==> config.mk <==
export PLATFORM = sky130hd
export DESIGN_NAME = parity_word_rx_flat
export DESIGN_NICKNAME = d
export VERILOG_FILES = /design/src/rtl/parity_word_rx_if.sv /design/src/rtl/parity_word_rx.sv /design/src/flat_wrapper.sv
export SDC_FILE = /design/constraint.sdc
export NUM_CORES = 1
export LEC_CHECK = 0
export ABC_CLOCK_PERIOD_IN_PS = 8100
export BUFFER_PORTS_ARGS = -buffer_cell sky130_fd_sc_hd__buf_2
export CORE_MARGIN = 4
export CORE_UTILIZATION = 35
export DETAILED_ROUTE_END_ITERATION = 6
export PLACE_DENSITY_LB_ADDON = 0.08
export REMOVE_ABC_BUFFERS = 1
export SYNTH_ARGS = -nofsm -noshare
export SYNTH_HDL_FRONTEND = slang
export SYNTH_SLANG_ARGS = --single-unit
==> constraint.sdc <==
create_clock -name clk -period 8.1 [get_ports clk]
set_clock_uncertainty 0.2 [all_clocks]
set_input_delay 0.405 -clock clk [delete_from_list [all_inputs] [get_ports clk]]
set_output_delay 0.405 -clock clk [all_outputs]
set_load 0.02 [all_outputs]
==> src/rtl/parity_word_rx_if.sv <==
// Serial-in / checked-word-out handshake bundle for parity_word_rx.
// The slave side is the receiver; the master side is the link plus the consumer.
interface parity_word_rx_if #(
  parameter int WORD_W = 32
);
  logic              bit_valid;
  logic              bit_in;
  logic              judge;
  logic              out_ready;
  logic              out_valid;
  logic [WORD_W-1:0] out_word;
  logic [WORD_W-2:0] out_payload;
  logic              out_err;

  modport master (
    output bit_valid, bit_in, judge, out_ready,
    input  out_valid, out_word, out_payload, out_err
  );

  modport slave (
    input  bit_valid, bit_in, judge, out_ready,
    output out_valid, out_word, out_payload, out_err
  );
endinterface

==> src/rtl/parity_word_rx.sv <==
// LSB-first deserialiser that checks the MSB parity bit of each word and
// hands the word to a one-entry valid/ready output register with statistics.
module parity_word_rx #(
  parameter int WORD_W = 32,
  parameter int CNT_W  = 8
) (
  input  logic                 clk,
  input  logic                 reset,
  parity_word_rx_if.slave      rx,
  input  logic                 clear,
  output logic [CNT_W-1:0]     err_cnt,
  output logic [15:0]          word_cnt,
  output logic                 overrun,
  output logic                 busy
);
  localparam int BCNT_W = (WORD_W > 2) ? $clog2(WORD_W) : 1;
  localparam logic [BCNT_W-1:0] LAST_BIT = BCNT_W'(WORD_W - 1);

  function automatic logic [CNT_W-1:0] sat_inc(input logic [CNT_W-1:0] cnt);
    return (&cnt) ? cnt : cnt + CNT_W'(1);
  endfunction

  function automatic logic parity_err(input logic [WORD_W-1:0] w, input logic judge_bit);
    return (^w) ^ judge_bit;
  endfunction

  // The bit that would sit at sreg[0] is always shifted out before it is
  // observed, so only the upper WORD_W-1 bits of the window are stored.
  logic [WORD_W-2:0] sreg_q, sreg_d;
  logic [BCNT_W-1:0] bcnt_q, bcnt_d;
  logic              out_valid_q, out_valid_d;
  logic [WORD_W-1:0] out_word_q, out_word_d;
  logic              out_err_q, out_err_d;
  logic [CNT_W-1:0]  err_cnt_q, err_cnt_d;
  logic [15:0]       word_cnt_q, word_cnt_d;
  logic              overrun_q, overrun_d;

  logic              word_done;
  logic [WORD_W-1:0] word_w;
  logic              word_err;
  logic              load;
  logic              drop;
  logic              pop;

  always_comb begin
    word_w    = {rx.bit_in, sreg_q};
    word_done = rx.bit_valid && (bcnt_q == LAST_BIT);
    word_err  = parity_err(word_w, rx.judge);
    load      = word_done && (!out_valid_q || rx.out_ready);
    drop      = word_done && out_valid_q && !rx.out_ready;
    pop       = out_valid_q && rx.out_ready && !word_done;

    sreg_d      = sreg_q;
    bcnt_d      = bcnt_q;
    out_valid_d = out_valid_q;
    out_word_d  = out_word_q;
    out_err_d   = out_err_q;
    err_cnt_d   = err_cnt_q;
    word_cnt_d  = word_cnt_q;
    overrun_d   = overrun_q;

    if (rx.bit_valid) begin
      sreg_d = word_w[WORD_W-1:1];
      bcnt_d = word_done ? '0 : bcnt_q + BCNT_W'(1);
    end

    if (load) begin
      out_valid_d = 1'b1;
      out_word_d  = word_w;
      out_err_d   = word_err;
      word_cnt_d  = word_cnt_q + 16'd1;
      if (word_err) err_cnt_d = sat_inc(err_cnt_q);
    end else if (pop) begin
      out_valid_d = 1'b0;
    end

    if (drop) overrun_d = 1'b1;

    // Clear wins over any same-cycle statistic update.
    if (clear) begin
      err_cnt_d  = '0;
      word_cnt_d = '0;
      overrun_d  = 1'b0;
    end
  end

  always_ff @(posedge clk or posedge reset) begin
    if (reset) begin
      sreg_q      <= '0;
      bcnt_q      <= '0;
      out_valid_q <= 1'b0;
      out_word_q  <= '0;
      out_err_q   <= 1'b0;
      err_cnt_q   <= '0;
      word_cnt_q  <= '0;
      overrun_q   <= 1'b0;
    end else begin
      sreg_q      <= sreg_d;
      bcnt_q      <= bcnt_d;
      out_valid_q <= out_valid_d;
      out_word_q  <= out_word_d;
      out_err_q   <= out_err_d;
      err_cnt_q   <= err_cnt_d;
      word_cnt_q  <= word_cnt_d;
      overrun_q   <= overrun_d;
    end
  end

  assign rx.out_valid   = out_valid_q;
  assign rx.out_word    = out_word_q;
  assign rx.out_payload = out_word_q[WORD_W-2:0];
  assign rx.out_err     = out_err_q;
  assign err_cnt        = err_cnt_q;
  assign word_cnt       = word_cnt_q;
  assign overrun        = overrun_q;
  assign busy           = (bcnt_q != '0);
endmodule

==> src/flat_wrapper.sv <==
// flat-port wrapper written by rule: the top's interface ports become plain ports
module parity_word_rx_flat 
#(
  parameter int WORD_W = 32,
  parameter int CNT_W  = 8
)
  (clk, reset, clear, err_cnt, word_cnt, overrun, busy, rx_bit_valid, rx_bit_in, rx_judge, rx_out_ready, rx_out_valid, rx_out_word, rx_out_payload, rx_out_err);
  parity_word_rx_if #(.WORD_W(WORD_W)) rx_i ();
  input  logic clk;
  input  logic reset;
  input  logic clear;
  output logic [CNT_W-1:0] err_cnt;
  output logic [15:0] word_cnt;
  output logic overrun;
  output logic busy;
  input wire logic [$bits(rx_i.bit_valid)-1:0] rx_bit_valid;
  input wire logic [$bits(rx_i.bit_in)-1:0] rx_bit_in;
  input wire logic [$bits(rx_i.judge)-1:0] rx_judge;
  input wire logic [$bits(rx_i.out_ready)-1:0] rx_out_ready;
  output wire logic [$bits(rx_i.out_valid)-1:0] rx_out_valid;
  output wire logic [$bits(rx_i.out_word)-1:0] rx_out_word;
  output wire logic [$bits(rx_i.out_payload)-1:0] rx_out_payload;
  output wire logic [$bits(rx_i.out_err)-1:0] rx_out_err;
  assign rx_i.bit_valid = rx_bit_valid;
  assign rx_i.bit_in = rx_bit_in;
  assign rx_i.judge = rx_judge;
  assign rx_i.out_ready = rx_out_ready;
  assign rx_out_valid = rx_i.out_valid;
  assign rx_out_word = rx_i.out_word;
  assign rx_out_payload = rx_i.out_payload;
  assign rx_out_err = rx_i.out_err;
  parity_word_rx #(.WORD_W(WORD_W), .CNT_W(CNT_W)) u_core (.clk(clk), .reset(reset), .rx(rx_i), .clear(clear), .err_cnt(err_cnt), .word_cnt(word_cnt), .overrun(overrun), .busy(busy));
endmodule
==> flow_summary.html <==
<table>
<tr><th>Metric</th><th>Value</th></tr>
<tr><th colspan="2">Run status</th></tr>
<tr><td>Status</td><td>finished clean</td></tr>
<tr><th colspan="2">Detailed routing</th></tr>
<tr><td>Total wire length after detailed routing</td><td>8980 um</td></tr>
<tr><td>Average wire per standard cell</td><td>13.3 um</td></tr>
<tr><td>Initial DRC count</td><td>156</td></tr>
<tr><td>Total number of vias</td><td>3017</td></tr>
<tr><td>Antenna Nets Post-Route</td><td>0</td></tr>
<tr><td>Vias per std cell</td><td>4.48</td></tr>
<tr><td>Count of TritonRoute iterations in the first routing pass</td><td>4</td></tr>
<tr><td>Detailed-route DRC error count</td><td>0</td></tr>
<tr><th colspan="2">Yosys</th></tr>
<tr><td>Cell taking the most area after synthesis</td><td>dfrtp_1</td></tr>
<tr><td>Cell variety after synth</td><td>32</td></tr>
<tr><td>Synthesized-area fraction occupied by xor and xnor cells</td><td>8.92%</td></tr>
<tr><td>Portion of netlist area occupied by mux cells</td><td>8.78%</td></tr>
<tr><td>Sequential fraction of the synthesis area</td><td>53.1%</td></tr>
<tr><td>Yosys top cell area share</td><td>53.1%</td></tr>
<tr><td>Synth Area in Simple Gates</td><td>17.3%</td></tr>
<tr><td>YS warnings</td><td>0</td></tr>
<tr><td>Compound-Gate Fraction of Synth Area</td><td>2.71%</td></tr>
<tr><td>Cell types with the largest area share after synthesis</td><td>dfrtp_1 (53%), nand2_1 (10%), mux2_2 (8.6%)</td></tr>
<tr><td>Synth Register Bits</td><td>95</td></tr>
<tr><td>Main combinational cell family by area after synthesis</td><td>simple AND/OR/NAND/NOR gates</td></tr>
<tr><td>Post-synthesis area per instance</td><td>10.3 sq um</td></tr>
<tr><td>Synthesized area</td><td>0.00447 sq mm</td></tr>
<tr><td>Cells after synthesis</td><td>434</td></tr>
<tr><td>Synthesized-area fraction occupied by adder cells</td><td>1.40%</td></tr>
<tr><th colspan="2">Placed design</th></tr>
<tr><td>DP HPWL</td><td>5840 um</td></tr>
<tr><td>IO buf count</td><td>97</td></tr>
<tr><td>Setup slack at placement</td><td>4.52 ns</td></tr>
<tr><td>RePlAce Congestion</td><td>0.739</td></tr>
<tr><th colspan="2">Critical path</th></tr>
<tr><td>Combined buffer and inverter count along the critical path</td><td>0</td></tr>
<tr><td>Critical path's largest stage delay</td><td>0.78 ns</td></tr>
<tr><td>Type of the worst setup path</td><td>reg -&gt; reg</td></tr>
<tr><td>Data required time at the worst endpoint</td><td>8.10 ns</td></tr>
<tr><td>Maximum fanout along the worst path</td><td>41</td></tr>
<tr><td>Category of cells accounting for the largest share of critical-path delay</td><td>simple AND/OR/NAND/NOR gates</td></tr>
<tr><td>Arrival time reported for the critical path endpoint</td><td>3.39 ns</td></tr>
<tr><td>List of cells traversed by the critical path</td><td>ha_1 -&gt; and3_1 -&gt; ha_1 -&gt; nand2_1 -&gt; nor2_4 -&gt; nand4_1 -&gt; nor2_1 -&gt; nand3_1 -&gt; xor2_1 -&gt; nor2_1</td></tr>
<tr><td>CP max stage cell</td><td>nor2_4</td></tr>
<tr><td>Kind of end point of the critical path</td><td>flop</td></tr>
<tr><td>Element type at the critical path start</td><td>flop</td></tr>
<tr><th colspan="2">STA</th></tr>
<tr><td>Sum Neg Setup Slack</td><td>0 ns</td></tr>
<tr><td>Number of setup violations in the final report</td><td>0</td></tr>
<tr><td>Setup repair after global routing missed its margin</td><td>no</td></tr>
<tr><td>Fmax</td><td>296 MHz</td></tr>
<tr><td>Max Slew Vio Count</td><td>0</td></tr>
<tr><td>Final critical-path setup slack</td><td>4.72 ns</td></tr>
<tr><td>Final critical-path share of the clock period</td><td>41.7%</td></tr>
<tr><td>Rel. slew slack</td><td>30.6%</td></tr>
<tr><td>Slew at the pin closest to its max-slew limit</td><td>1.03 ns</td></tr>
<tr><td>Post-route minimum period</td><td>3.38 ns</td></tr>
<tr><td>Final Hold Viols</td><td>0</td></tr>
<tr><th colspan="2">Clock network</th></tr>
<tr><td>Number of buffers inserted to repair setup after CTS</td><td>0</td></tr>
<tr><td>Total clock buffers created by CTS</td><td>9</td></tr>
<tr><td>Clock root buffer master</td><td>clkbuf_16</td></tr>
<tr><td>Clock buffer depth</td><td>2</td></tr>
<tr><td>Clock transition at path regs</td><td>0.07 ns</td></tr>
<tr><td>Quantity of gates resized following cts</td><td>0</td></tr>
<tr><td>TritonCTS clock tree</td><td>done</td></tr>
<tr><td>Maximum level of the CTS H-tree</td><td>3</td></tr>
<tr><td>Count of clock tree sinks</td><td>95</td></tr>
<tr><td>Clock Latency Late Sink</td><td>0.34 ns</td></tr>
<tr><th colspan="2">Floorplanning</th></tr>
<tr><td>Core area</td><td>0.0126 sq mm</td></tr>
<tr><td>Die area</td><td>0.0147 sq mm</td></tr>
<tr><td>Floorplan die height</td><td>121 um</td></tr>
<tr><td>Horizontal die dimension</td><td>121 um</td></tr>
<tr><td>Ports</td><td>98</td></tr>
<tr><td>Starting utilization of the core area</td><td>35.6%</td></tr>
<tr><td>Placement row count</td><td>41</td></tr>
<tr><th colspan="2">Global route</th></tr>
<tr><td>Antenna violations before repair</td><td>0</td></tr>
<tr><td>Maximum number of pins on one net before global-route repair</td><td>81</td></tr>
<tr><td>Vias in the first global route</td><td>3015</td></tr>
<tr><td>First-pass GRT wire length</td><td>15300 um</td></tr>
<tr><td>Congestion Overflow GR</td><td>0</td></tr>
<tr><td>Global router's overall resource usage</td><td>13.1%</td></tr>
<tr><th colspan="2">Layout</th></tr>
<tr><td>Final net count</td><td>509</td></tr>
<tr><td>Area added between synthesis and finish</td><td>15.8%</td></tr>
<tr><td>Share of final-layout standard cells stronger than drive strength 1</td><td>30.5%</td></tr>
<tr><td>Most common library cell in the layout ignoring fill and taps</td><td>nand2_1</td></tr>
<tr><td>Final core utilization</td><td>41.2%</td></tr>
<tr><td>Commonest non-fill, non-tap cells in the layout</td><td>nand2_1 (119), buf_2 (97), dfrtp_1 (95)</td></tr>
<tr><td>Number of antenna cells inserted</td><td>0</td></tr>
<tr><th colspan="2">Pwr</th></tr>
<tr><td>Power per Cell Area</td><td>341 mW/mm^2</td></tr>
<tr><td>Leakage dissipation</td><td>2.70 nW</td></tr>
<tr><td>Worst IR Drop VDD</td><td>0.000390 V</td></tr>
<tr><th colspan="2">Hold path</th></tr>
<tr><td>Classification of the worst-slack hold path</td><td>in -&gt; reg</td></tr>
<tr><th colspan="2">Job</th></tr>
<tr><td>Count of max-cap constraint violations</td><td>0</td></tr>
</table>
==> cell type report <==
cell class,instances,area [sq um]
clock buffers,12,267
flip-flops and latches,95,2380
multi-input cells,286,1760
well taps,172,215
inverters,5,21.3
fillers,1250,7390
clock inverters,4,28.8
repair buffers,100,510
==> timing repair <==
action / 4_1_cts / 5_1_grt
endpoints found under the setup margin: 0 / 0
hold endpoints to repair: 15 / 0
hold buffers: 1 / 0
==> routing by layer <==
| metal | global-route usage, % | wire [um] | part of all wire [%] |
|---|---|---|---|
| met3 | 2.56 | 405 | 4.5 |
| met2 | 20.1 | 4130 | 46 |
| met1 | 18.0 | 4320 | 48 |
| met4 | 5.81 | 115 | 1.3 |
| met5 | 0 | 0 | 0 |
==> stage by stage <==
step                hold slack, ns  instances  power [W]  area (sq um)
floorplan                    0.268        386    0.00121          4140
global placement             0.145        657    0.00136          4870
detailed placement           0.145        657    0.00137          4870
CTS                          0.123        674    0.00179          5180
global route                 0.125        674    0.00187          5180
finish                       0.124        674    0.00176          5180
==> Yosys cell counts <==
library cell    n
nand2_1       119
a21oi_1         7
and3_1          4
clkbuf_8        2
or4_1           3
mux2_2         34
o21ai_0        10
nor3_1          2
nor4_1          1
buf_6           1
ha_1            5
or2b_2          1
nand4_1         7
buf_4          32
clkbuf_1        9
or3_1           2
mux2i_1         1
xnor3_1         1
dfrtp_1        95
o31ai_1         4
nand3_1         9
nor2b_1         5
a31oi_1         1
xor2_1         15
nand2b_1        2
nor2_1         22
nor3b_1         1
buf_2           1
and4_1          2
xnor2_1        28
buf_1           3
inv_1           5
==> where the power goes <==
group          total, W  leakage [nW]  switching (W)  internal (W)
Combinational  0.000690          1.29       0.000399      0.000292
Sequential     0.000658          1.27      0.0000938      0.000564
Clock          0.000416         0.141       0.000182      0.000234
==> final timing paths <==
check,start,to,slack (ns),cells past startpoint
setup / recovery,u_core.bcnt_q[0]$_DFFE_PP0P_,u_core.word_cnt[13]$_DFFE_PP0P_,4.72,10
hold / removal,rx_bit_in,u_core.rx.out_word[31]$_DFFE_PP0P_,0.12,3
setup reg to reg,u_core.bcnt_q[0]$_DFFE_PP0P_,u_core.word_cnt[13]$_DFFE_PP0P_,4.72,10
hold reg to reg,u_core.rx.out_err$_DFFE_PP0P_,u_core.rx.out_err$_DFFE_PP0P_,0.28,2
max in group asynchronous,reset,u_core.rx.out_word[12]$_DFFE_PP0P_,6.11,4
min in group asynchronous,reset,u_core.word_cnt[11]$_DFFE_PP0P_,0.33,3
==> sequential cells by signal, summed over array words and instances (netlist names) <==
name                 count
u_core.rx.out_word      32
u_core.sreg_q           31
u_core.word_cnt         16
u_core.err_cnt           8
u_core.bcnt_q            5
u_core.overrun           1
u_core.rx.out_err        1
u_core.rx.out_valid      1
==> cell families (layout without fill, tap and decap cells) <==
| kind of cell | after synthesis | count (layout) |
|---|---|---|
| AND/OR/NAND/NOR | 180 | 180 |
| flip-flops | 95 | 95 |
| buffers and inverters | 53 | 121 |
| XOR/XNOR | 44 | 44 |
| multiplexers | 35 | 35 |
| AO/OA/AOI/OAI | 22 | 22 |
| adder cells (fa/ha/maj) | 5 | 5 |
==> worst reg2reg max path, stage by stage (launching register included) <==
cell and delay, ns:
dfrtp_1 0.38, ha_1 0.20, and3_1 0.16, ha_1 0.29, nand2_1 0.15, nor2_4 0.79, nand4_1 0.40, nor2_1 0.33
nand3_1 0.14, xor2_1 0.16, nor2_1 0.05
Power figures use the tool's default switching activity.
